<file path="src/rtl/ex_sched_pkg.sv">
// Shared types and constants for the Execute-stage multiplier/divider scheduler.
// Latency: n/a (declarations only).
// Backpressure: n/a.
package ex_sched_pkg;

    typedef enum logic [1:0] {
        IDLE  = 2'd0,
        ISSUE = 2'd1,
        WAIT  = 2'd2,
        DONE  = 2'd3
    } sched_state_t;

    localparam logic [2:0] MULSEL_NONE = 3'd0;
    localparam logic [2:0] MUL         = 3'd1;
    localparam logic [2:0] MULH        = 3'd2;
    localparam logic [2:0] MULHSU      = 3'd3;
    localparam logic [2:0] MULHU       = 3'd4;
    localparam logic [2:0] DIV         = 3'd5;
    localparam logic [2:0] REM         = 3'd6;

    localparam int DEF_TIMEOUT_CYC = 40;

endpackage

</file>
<file path="src/rtl/ex_sched_timer.sv">
// Clearable up-counter with a terminal-count flag for the unit timeout.
// Latency: tc is combinational from the registered count.
// Backpressure: none; clr has priority over en.
module ex_sched_timer #(
    parameter int CNT_W = 8,
    parameter int TERM  = 39
) (
    input  logic clk,
    input  logic Rst,
    input  logic clr,
    input  logic en,
    output logic tc
);

    localparam logic [CNT_W-1:0] TERM_C = CNT_W'(TERM);

    logic [CNT_W-1:0] cnt;

    always_ff @(posedge clk or posedge Rst) begin
        if (Rst) begin
            cnt <= '0;
        end else if (clr) begin
            cnt <= '0;
        end else if (en) begin
            cnt <= cnt + CNT_W'(1);
        end
    end

    assign tc = (cnt == TERM_C);

endmodule

</file>
<file path="src/rtl/ex_mul_sched.sv">
// Issue/stall controller for the multi-cycle mul/div unit; EX_MUL_SCHED_PERF_EN adds perf counters.
// Latency: request cycle 0 -> unit_start cycle 1 -> res_valid one cycle after unit_done.
// Backpressure: ex_stall holds the front end while busy; freeze holds IDLE issue and the DONE result.
module ex_mul_sched
    import ex_sched_pkg::*;
#(
    parameter int TIMEOUT_CYC = DEF_TIMEOUT_CYC,
    parameter int CNT_W       = 8
) (
    input  logic        clk,
    input  logic        Rst,
    input  logic        freeze,
    input  logic        flush,
    input  logic        req_valid,
    input  logic [2:0]  req_op,
    input  logic [4:0]  req_rd,
    output logic        unit_start,
    output logic [2:0]  unit_op,
    output logic        unit_abort,
    input  logic        unit_done,
    input  logic [31:0] unit_res,
    output logic        ex_stall,
    output logic        res_valid,
    output logic [31:0] res_data,
    output logic [4:0]  res_rd,
    output logic        busy,
    output logic        err
`ifdef EX_MUL_SCHED_PERF_EN
    ,
    output logic [31:0] perf_ops,
    output logic [31:0] perf_stall
`endif
);

    sched_state_t state, state_nxt;
    logic live;
    logic issue;
    logic capture;
    logic abort_nxt;
    logic err_nxt;
    logic timeout;

    assign live = req_valid && (req_op != MULSEL_NONE);

    ex_sched_timer #(
        .CNT_W (CNT_W),
        .TERM  (TIMEOUT_CYC - 1)
    ) u_timer (
        .clk (clk),
        .Rst (Rst),
        .clr (state == ISSUE),
        .en  (state == WAIT),
        .tc  (timeout)
    );

    always_comb begin
        state_nxt = state;
        ex_stall  = 1'b0;
        issue     = 1'b0;
        capture   = 1'b0;
        abort_nxt = 1'b0;
        err_nxt   = 1'b0;
        case (state)
            IDLE: begin
                ex_stall = live && !flush;
                if (live && !flush && !freeze) begin
                    issue     = 1'b1;
                    state_nxt = ISSUE;
                end
            end
            ISSUE: begin
                ex_stall = 1'b1;
                if (flush) begin
                    abort_nxt = 1'b1;
                    state_nxt = IDLE;
                end else begin
                    state_nxt = WAIT;
                end
            end
            WAIT: begin
                ex_stall = 1'b1;
                // flush beats a same-cycle result; a same-cycle result beats the timeout
                if (flush) begin
                    abort_nxt = 1'b1;
                    state_nxt = IDLE;
                end else if (unit_done) begin
                    capture   = 1'b1;
                    state_nxt = DONE;
                end else if (timeout) begin
                    err_nxt   = 1'b1;
                    abort_nxt = 1'b1;
                    state_nxt = DONE;
                end
            end
            DONE: begin
                if (flush || !freeze) begin
                    state_nxt = IDLE;
                end
            end
            default: state_nxt = IDLE;
        endcase
    end

    always_ff @(posedge clk or posedge Rst) begin
        if (Rst) begin
            state      <= IDLE;
            unit_start <= 1'b0;
            unit_abort <= 1'b0;
            err        <= 1'b0;
            res_valid  <= 1'b0;
            busy       <= 1'b0;
            unit_op    <= '0;
            res_rd     <= '0;
            res_data   <= '0;
        end else begin
            state      <= state_nxt;
            unit_start <= issue;
            unit_abort <= abort_nxt;
            err        <= err_nxt;
            res_valid  <= (state_nxt == DONE);
            busy       <= (state_nxt != IDLE);
            if (issue) begin
                unit_op <= req_op;
                res_rd  <= req_rd;
            end
            if (capture) begin
                res_data <= unit_res;
            end else if (err_nxt) begin
                res_data <= '0;
            end
        end
    end

`ifdef EX_MUL_SCHED_PERF_EN
    always_ff @(posedge clk or posedge Rst) begin
        if (Rst) begin
            perf_ops   <= '0;
            perf_stall <= '0;
        end else begin
            if (capture && (perf_ops != 32'hFFFF_FFFF)) begin
                perf_ops <= perf_ops + 32'd1;
            end
            if (ex_stall && (perf_stall != 32'hFFFF_FFFF)) begin
                perf_stall <= perf_stall + 32'd1;
            end
        end
    end
`endif

endmodule

</file>
<file path="config.mk">
export PLATFORM = sky130hd
export DESIGN_NAME = ex_mul_sched
export DESIGN_NICKNAME = d
export VERILOG_FILES = /design/src/rtl/ex_sched_pkg.sv /design/src/rtl/ex_sched_timer.sv /design/src/rtl/ex_mul_sched.sv
export SDC_FILE = /design/constraint.sdc
export NUM_CORES = 1
export LEC_CHECK = 0
export ABC_AREA = 1
export CAP_MARGIN = 30
export CORE_MARGIN = 2
export CORE_UTILIZATION = 48
export DETAILED_ROUTE_END_ITERATION = 10
export PLACE_DENSITY = 0.85
export SETUP_SLACK_MARGIN = 0.15
export SYNTH_ARGS = -nofsm -noshare
export SYNTH_HDL_FRONTEND = slang
export SYNTH_SLANG_ARGS = --single-unit
</file>
<file path="constraint.sdc">
create_clock -name clk -period 3.8 [get_ports clk]
set_input_delay 0.57 -clock clk [delete_from_list [all_inputs] [get_ports clk]]
set_output_delay 0.57 -clock clk [all_outputs]
set_load 0.01 [all_outputs]
</file>
==> reports/metrics.csv, run 1 <==
metric;value;unit
syn_inst;287;
grt_pass1_vias;2151;
die_h;76.9;um
finalCritPeriodShare;71.9;%
fmax;366;MHz
layout_common_cells;107 x nand2_1, 91 x clkdlybuf4s50_1, 55 x dfrtp_1, 22 x nand3_1, 20 x inv_1;
cp.arrival;2.16;ns
cp_common_cell;inv_1;
cts_tree;built;
cp_cell_sequence;inv_1, ha_1, inv_1, a21oi_1, clkdlybuf4s50_1;
finalNonFillerCells;446;
clkSinkCount;55;
die_area;5920;um2
area_growth;40.6;%
min_path_type;reg -> reg;
clk_pin_slew_worst_paths;0.09;ns
finalSetupViolations;0;
slew_headroom;57.3;%
cts_buffer_depth;2;
ys_seq_area_share;53.9;%
grt_max_degree;34;
grt_pass1_wl;9960;um
fp.dieW;76.9;um
io_pins;92;
drv_cap;0;
yosys.area.top_type;dfrtp_1;
avgSynthCellArea;8.90;um2
portBuffers;91;
grt_antenna_before_repair;0;
rows;26;
core_area;5110;um2
dp.cells;439;
wl_per_cell;13.1;um
post-dp-hpwl;4230;um
rsz0062_at_grt;no;
dr_total_vias;2168;
yosysWarnings;0;
hold_buffers;0;
crit_slowest_cell;clkdlybuf4s50_1;
clk_latency;0.30;ns
worst_hold_slack;0.507;ns
cts_setup_buffers;0;
first_pass_iters;4;
synthTopCellsByArea;dfrtp_1 54%, nand2_1 16%, nand3_2 6.7%;
ant_nets;0;
post_cts_resized;0;
vdd_ir_drop_max;334;uV
synthesis.area;2550;um2
htree_num_levels;2;
num-fill-cells;419;
regArea;1380;um2
ys_ff_latch;55;
synth_top_area_share;53.9;%
cp_max_fo;12;
hold_violations;0;
p_per_area;696;nW/um2
worstPathRequired;3.23;ns
cts_root_buf;clkbuf_8;
setup_tns;0;ns
wl;5830;um
antenna_cells;0;
first_iter_violations;104;
drcViolationCount;0;
path_class;reg -> out;
numCtsBuffers;5;
wl_met3;301;um
initial_core_util;50.0;%
dr_wl_met2;3040;um
final_area;3590;um2
final_common_cell;nand2_1;
overflow;0;
met1_length;2460;um
synthesis.nets;339;
grt_use_total;21.1;%
top_layer;met4;
maxSlewViolCount;0;
vias_per_cell;4.86;
clock_skew;0.00711;ns
path_buf_inv;3;
status;finished, final reports clean;
multiInputGateArea;1000;um2
yosysUniqueCellTypes;23;
final.min_clock_period;2.73;ns
dpl_cell_area;3490;um2
power.leakage;1.78;nW
nets;428;
tightest_slew;0.640;ns
critPathLaunchType;flip-flop;
gp_congestion;0.799;
crit_family;buffers and inverters;
end_kind;primary output;
drive_above_1_share;9.84;%
cpPeakStageDelay;0.55;ns
-- worst paths after layout --
check                           slack, ns                      from  cells past startpoint                  endpoint
worst max-delay path                 1.07        state[1]$_DFF_PP0_                      5                  ex_stall
worst min-delay path                 0.51  res_data[16]$_DFFE_PP0P_                      2  res_data[16]$_DFFE_PP0P_
worst max register to register       1.72        state[0]$_DFF_PP0_                      9   res_data[3]$_DFFE_PP0P_
worst min register to register       0.51  res_data[16]$_DFFE_PP0P_                      2  res_data[16]$_DFFE_PP0P_
max in group asynchronous            2.37                       Rst                      3   res_data[6]$_DFFE_PP0P_
min in group asynchronous            0.68                       Rst                      2       res_valid$_DFF_PP0_
-- cells by family (layout without fill, tap and decap cells) --
group | after synthesis | after routing | share of synthesized area, %
flops | 55 | 55 | 53.9
simple gates | 168 | 168 | 31.9
compound gates | 22 | 22 | 4.41
buf+inv | 36 | 125 | 6.81
fa+ha+maj | 6 | 6 | 2.94
-- state kept, by name (all words and copies together), names as in the netlist --
name,cells
res_valid,1
u_timer.cnt,8
res_data,32
unit_start,1
state,2
err,1
unit_abort,1
res_rd,5
unit_op,3
busy,1
-- report_power, final --
part / switching (mW) / leakage (nW) / internal, mW
clock network: 0.175 / 0.0513 / 0.193
registers: 0.160 / 0.697 / 0.827
logic: 0.536 / 1.03 / 0.606
total: 0.871 / 1.78 / 1.63
-- through the flow --
step	setup WS, ns	power [mW]	utilization (%)
after floorplan	1.89	1.53	-
after global placement	1.14	2.10	68.3
after detailed placement	1.08	2.14	68.3
after CTS	1.05	2.53	70.3
after global routing	0.907	2.69	70.3
final	1.07	2.50	70.3
-- worst min-delay path, cell delays in order, from the launching register on --
cell and delay, ns:
dfrtp_1 0.35, nand3_1 0.08, nand2_1 0.05
-- synth_stat cells (all sizes together) --
cell / instances
o21ai: 14
nor2: 11
a21oi: 7
nor3b: 2
buf: 10
o21a: 1
clkbuf: 1
nand3: 39
nand4: 4
inv: 25
nand2: 110
nor3: 2
dfrtp: 55
ha: 6
-- layout make-up --
cell class | instances | area share (%)
timing repair buffer | 93 | 25.8
multi-input combinational | 196 | 28.0
sequential | 55 | 38.3
tap | 70 | 2.44
clock inverter | 1 | 0.837
clock buffer | 6 | 2.02
inverter | 25 | 2.61
-- routing by layer --
layer	track usage, %	up-vias
met5	0	-
met3	4.82	2
met4	5.45	0
met2	38.1	69
met1	25.4	1013
li1	-	1084
Note: power is estimated with default switching activity, not from simulation.
==> inputs of run 2 (changes only) <==
--- a/config.mk
+++ b/config.mk
@@ -8,9 +8,9 @@
 export ABC_AREA = 1
 export CAP_MARGIN = 30
 export CORE_MARGIN = 2
-export CORE_UTILIZATION = 48
+export CORE_UTILIZATION = 40
 export DETAILED_ROUTE_END_ITERATION = 10
-export PLACE_DENSITY = 0.85
+export PLACE_DENSITY = 0.76
 export SETUP_SLACK_MARGIN = 0.15
 export SYNTH_ARGS = -nofsm -noshare
 export SYNTH_HDL_FRONTEND = slang
==> constraint.sdc (replaced) <==
create_clock -name clk -period 2.45 [get_ports clk]
set_input_delay 0.3675 -clock clk [delete_from_list [all_inputs] [get_ports clk]]
set_output_delay 0.3675 -clock clk [all_outputs]
set_load 0.01 [all_outputs]
==> reports/metrics.csv, run 2 (synthesis gave the netlist of run 1 again) <==
metric;value;unit;change
power.leakage;1.80;nW;+1.0%
critPathLaunchType;flip-flop;;
min_path_type;in -> async;;
area_growth;42.0;%;
die_h;83.9;um;+9.0%
hold_buffers;0;;unchanged
finalCritPeriodShare;90.1;%;
core_area;6280;um2;+23%
final_common_cell;nand2_1;;
clock_skew;0.00992;ns;+0.00281 ns
tightest_slew;0.524;ns;-0.116 ns
cp.arrival;1.84;ns;-0.32 ns
regMostFlops;res_data;;
dr_total_vias;2140;;-1.3%
cpPeakStageDelay;0.54;ns;about the same
numCtsBuffers;5;;unchanged
vias_per_cell;4.68;;-3.7%
grt_pass1_vias;2071;;-3.7%
initial_core_util;40.7;%;-9.3 points
drv_cap;0;;unchanged
ant_nets;0;;unchanged
fmax;453;MHz;
first_pass_iters;4;;unchanged
grt_antenna_before_repair;0;;unchanged
slew_headroom;65.0;%;+7.7 points
rows;29;;+12%
end_kind;primary output;;
layout_common_cells;107 x nand2_1, 91 x clkdlybuf4s50_1, 54 x dfrtp_1, 22 x nand3_1, 20 x inv_1;;
crit_slowest_cell;clkdlybuf4s50_1;;
grt_pass1_wl;9670;um;-2.8%
clkSinkCount;55;;unchanged
antenna_cells;0;;unchanged
final.min_clock_period;2.21;ns;
cp_cell_sequence;inv_1, ha_1, nand4_2, a21oi_1, clkdlybuf4s50_1;;
first_iter_violations;96;;-7.7%
drcViolationCount;0;;unchanged
wl;5790;um;-0.77%
overflow;0;;unchanged
cts_tree;built;;
reg.largest.list;res_data x32, u_timer.cnt x8, res_rd x5;;
hold_violations;0;;unchanged
clk_latency;0.30;ns;about the same
worst_hold_slack;0.438;ns;-0.0689 ns
status;finished, final reports clean;;
grt_use_total;16.8;%;-4.3 points
portBuffers;91;;unchanged
p_per_area;1050;nW/um2;+52%
die_area;7040;um2;+19%
htree_num_levels;2;;unchanged
setup_tns;0;ns;unchanged
rsz0062_at_grt;no;;
path_class;reg -> out;;
cp_max_fo;5;;-7
path_buf_inv;2;;-1
cts_buffer_depth;2;;unchanged
maxSlewViolCount;0;;unchanged
finalSetupViolations;0;;unchanged
cts_root_buf;clkbuf_8;;
nets;432;;+0.93%
grt_max_degree;56;;+65%
worstPathRequired;2.08;ns;-1.15 ns
largest_reg_flops;32;;unchanged
drive_above_1_share;11.3;%;+1.5 points
io_pins;92;;unchanged
clk_pin_slew_worst_paths;0.10;ns;about the same
post-dp-hpwl;4170;um;-1.3%
gp_congestion;0.867;;+8.5%
wl_per_cell;12.7;um;-3.2%
vdd_ir_drop_max;431;uV;+29%
crit_family;buffers and inverters;;
fp.dieW;83.9;um;+9.0%
## run 2: report_power, final
part           switching (mW)  internal, mW  total (mW)
Sequential              0.241          1.28        1.53
Combinational           0.826         0.977        1.80
Clock                   0.273         0.223       0.496
## run 2: cell type report
cell class | count | area (um2)
Fill cell | 558 | 2650
Sequential cell | 55 | 1380
Multi-Input combinational cell | 196 | 1000
Timing Repair Buffer | 97 | 968
Tap cell | 77 | 96.3
Inverter | 25 | 93.8
Clock buffer | 6 | 82.6
Clock inverter | 1 | 5.00
## run 2: final timing paths
check                                    startpoint                  endpoint  slack, ns  cells after the start
max                              state[1]$_DFF_PP0_                  ex_stall       0.24                      5
min                                             Rst  res_data[31]$_DFFE_PP0P_       0.44                      3
max reg2reg                      state[0]$_DFF_PP0_  res_data[22]$_DFFE_PP0P_       0.59                      8
min reg2reg                res_data[10]$_DFFE_PP0P_  res_data[10]$_DFFE_PP0P_       0.51                      2
max in group asynchronous                       Rst        state[1]$_DFF_PP0_       1.76                      3
min in group clk           res_data[10]$_DFFE_PP0P_  res_data[10]$_DFFE_PP0P_       0.51                      2
## run 2: repair_timing
action,CTS,global route
endpoints found under the hold margin,0,0
setup buffers,0,2
resized for setup,0,1
setup endpoints to repair,0,1
## run 2: tightest hold or removal path, stage by stage
cell,delay (ns)
clkdlybuf4s50_1,0.41
inv_2,0.07
buf_12,0.27
## run 2: routing by layer
layer / vias up / part of all wire (%) / global-route usage [%] / routed length (um)
met5: - / 0 / 0 / 0
met1: 987 / 44 / 21.6 / 2570
li1: 1088 / - / - / -
met4: 0 / 1.0 / 4.84 / 58
met3: 6 / 5.4 / 3.26 / 313
met2: 59 / 49 / 28.8 / 2840
## run 2: metrics by stage
stage / std cells / utilization [%] / setup slack, ns / instance area (um2) / total power, mW
CTS: 455 / 57.5 / 0.194 / 3610 / 3.85
finish: 457 / 57.8 / 0.243 / 3630 / 3.82
floorplan: 287 / - / 0.740 / 2550 / 2.37
detailed placement: 448 / 56.1 / 0.327 / 3520 / 3.34
global route: 457 / 57.8 / 0.148 / 3630 / 4.12
global placement: 448 / 56.1 / 0.355 / 3520 / 3.29
==> inputs of run 3 (changes only) <==
--- a/config.mk
+++ b/config.mk
@@ -8,8 +8,9 @@
 export ABC_AREA = 1
 export CAP_MARGIN = 30
 export CORE_MARGIN = 2
-export CORE_UTILIZATION = 40
+export CORE_UTILIZATION = 60
 export DETAILED_ROUTE_END_ITERATION = 10
+export DONT_BUFFER_PORTS = 1
 export PLACE_DENSITY = 0.76
 export SETUP_SLACK_MARGIN = 0.15
 export SYNTH_ARGS = -nofsm -noshare
==> constraint.sdc (replaced) <==
create_clock -name clk -period 2.6 [get_ports clk]
set_input_delay 0.39 -clock clk [delete_from_list [all_inputs] [get_ports clk]]
set_output_delay 0.39 -clock clk [all_outputs]
set_load 0.01 [all_outputs]
==> reports/metrics.csv, run 3 (synthesis gave the netlist of run 1 again) <==
metric;value;unit;change
numCtsBuffers;5;;unchanged
clkSinkCount;55;;unchanged
grt_max_degree;34;;-39%
post_cts_resized;0;;unchanged
crit_start;state[1]$_DFF_PP0_;;
drcViolationCount;0;;unchanged
finalSetupViolations;0;;unchanged
rr_startpoint;state[1]$_DFF_PP0_;;
end_kind;primary output;;
overflow;0;;unchanged
largest_reg_flops;32;;unchanged
area_growth;4.65;%;
slew_headroom;66.2;%;+1.1 points
crit_family;adder cells;;
hold_end;res_data[4]$_DFFE_PP0P_;;
grt_use_total;20.8;%;+4.0 points
hold_path_depth;2;;
status;finished, final reports clean;;
drive_above_1_share;13.6;%;+2.3 points
grt_antenna_before_repair;0;;unchanged
cts_setup_buffers;0;;unchanged
vdd_ir_drop_max;516;uV;+20%
crit_slowest_cell;ha_1;;
reg.largest.list;res_data x32, u_timer.cnt x8, res_rd x5;;
worstPathRequired;2.21;ns;+0.13 ns
htree_num_levels;2;;unchanged
grt_pass1_vias;1800;;-13%
cts_tree;built;;
p_per_area;1080;nW/um2;+2.3%
grt_pass1_wl;8110;um;-16%
clk_pin_slew_worst_paths;0.10;ns;about the same
critPathLaunchType;flip-flop;;
cp_common_cell;inv_1;;
min_path_type;in -> reg;;
antenna_cells;0;;unchanged
die_h;69.2;um;-17%
vias_per_cell;5.31;;+13%
core_area;4060;um2;-35%
hold_buffers;1;;+1
ff2ff_path_depth;7;;-1
cp_cell_sequence;inv_1, ha_1, inv_1, a21oi_1;;
cpPeakStageDelay;0.49;ns;-0.05 ns
hp-start;unit_res[4];;
rsz0062_at_grt;no;;
ant_nets;0;;unchanged
cts_root_buf;clkbuf_8;;
path_buf_inv;2;;unchanged
wl_per_cell;13.9;um;+9.9%
cp_max_fo;12;;+7
power.leakage;1.43;nW;-20%
finalNonFillerCells;337;;-26%
dp.cells;328;;-27%
maxSlewViolCount;0;;unchanged
tightest_slew;0.507;ns;-0.0171 ns
nets;338;;-22%
dr_total_vias;1791;;-16%
first_pass_iters;4;;unchanged
regMostFlops;res_data;;
finalCritPeriodShare;80.3;%;
clock_skew;0.00893;ns;-0.000993 ns
r2r-end;u_timer.cnt[6]$_DFFE_PP0P_;;
cp.arrival;1.70;ns;-0.14 ns
layout_common_cells;107 x nand2_1, 55 x dfrtp_1, 22 x nand3_1, 20 x inv_1, 17 x nand3_2;;
path_class;reg -> out;;
setup_tns;0;ns;unchanged
portBuffers;0;;-100%
first_iter_violations;110;;+15%
fmax;479;MHz;
wl;4690;um;-19%
r2r_setup_slack;0.76;ns;+0.17 ns
io_pins;92;;unchanged
clk_latency;0.31;ns;about the same
die_area;4790;um2;-32%
post-dp-hpwl;3380;um;-19%
rows;23;;-21%
fp.dieW;69.2;um;-17%
cts_buffer_depth;2;;unchanged
final.min_clock_period;2.09;ns;
initial_core_util;62.9;%;+22 points
final_common_cell;nand2_1;;
gp_congestion;0.863;;-0.46%
drv_cap;0;;unchanged
hold_violations;0;;unchanged
==> run 3: cell types whose count changed in the layout (fill, tap and decap cells not counted) <==
cell / change
buf_4: -4
clkdlybuf4s50_1: -91
clkinv_2: -1
clkinv_4: +1
clkinvlp_4: +1
dfrtp_1: +1
dfrtp_2: -1
dlygate4sd3_1: +1
==> run 3: how the worst max path moves through the flow <==
stage	end	slack [ns]	cells past startpoint
3_3_place_gp	ex_stall	0.91	4
4_1_cts	ex_stall	0.50	4
5_1_grt	ex_stall	0.33	4
2_1_floorplan	busy$_DFF_PP0_	0.87	1
6_report	ex_stall	0.51	4
3_5_place_dp	u_timer.cnt[6]$_DFFE_PP0P_	0.81	7
==> run 3: final cells by class <==
cell class / instances / area [um2]
Tap cell: 50 / 62.6
Multi-Input combinational cell: 196 / 1000
Inverter: 25 / 93.8
Clock buffer: 6 / 82.6
Timing Repair Buffer: 3 / 37.5
Fill cell: 331 / 1390
Clock inverter: 2 / 16.3
Sequential cell: 55 / 1380
==> run 3: per-layer routing <==
metal | routed length (um) | vias up | track usage (%)
met1 | 2070 | 806 | 25.6
li1 | - | 906 | -
met5 | 0 | - | 0
met3 | 404 | 6 | 8.72
met4 | 50 | 0 | 5.23
met2 | 2160 | 73 | 34.1
==> run 3: stage by stage <==
stage | instance area, um2 | total power [mW] | setup WS, ns | util (%) | hold WS, ns
final | 2670 | 2.88 | 0.511 | 65.9 | 0.189
after global routing | 2670 | 3.14 | 0.335 | 65.9 | 0.174
after CTS | 2670 | 2.92 | 0.498 | 65.9 | 0.184
after detailed placement | 2560 | 2.43 | 0.806 | 63.2 | 0.332
after global placement | 2560 | 2.39 | 0.907 | 63.2 | 0.329
after floorplan | 2550 | 2.23 | 0.867 | - | 0.474
==> run 3: where the power goes <==
group	switching (mW)	internal (mW)	total, mW
Clock	0.270	0.218	0.487
Sequential	0.420	1.21	1.63
Combinational	0.465	0.303	0.768
Total	1.15	1.73	2.88
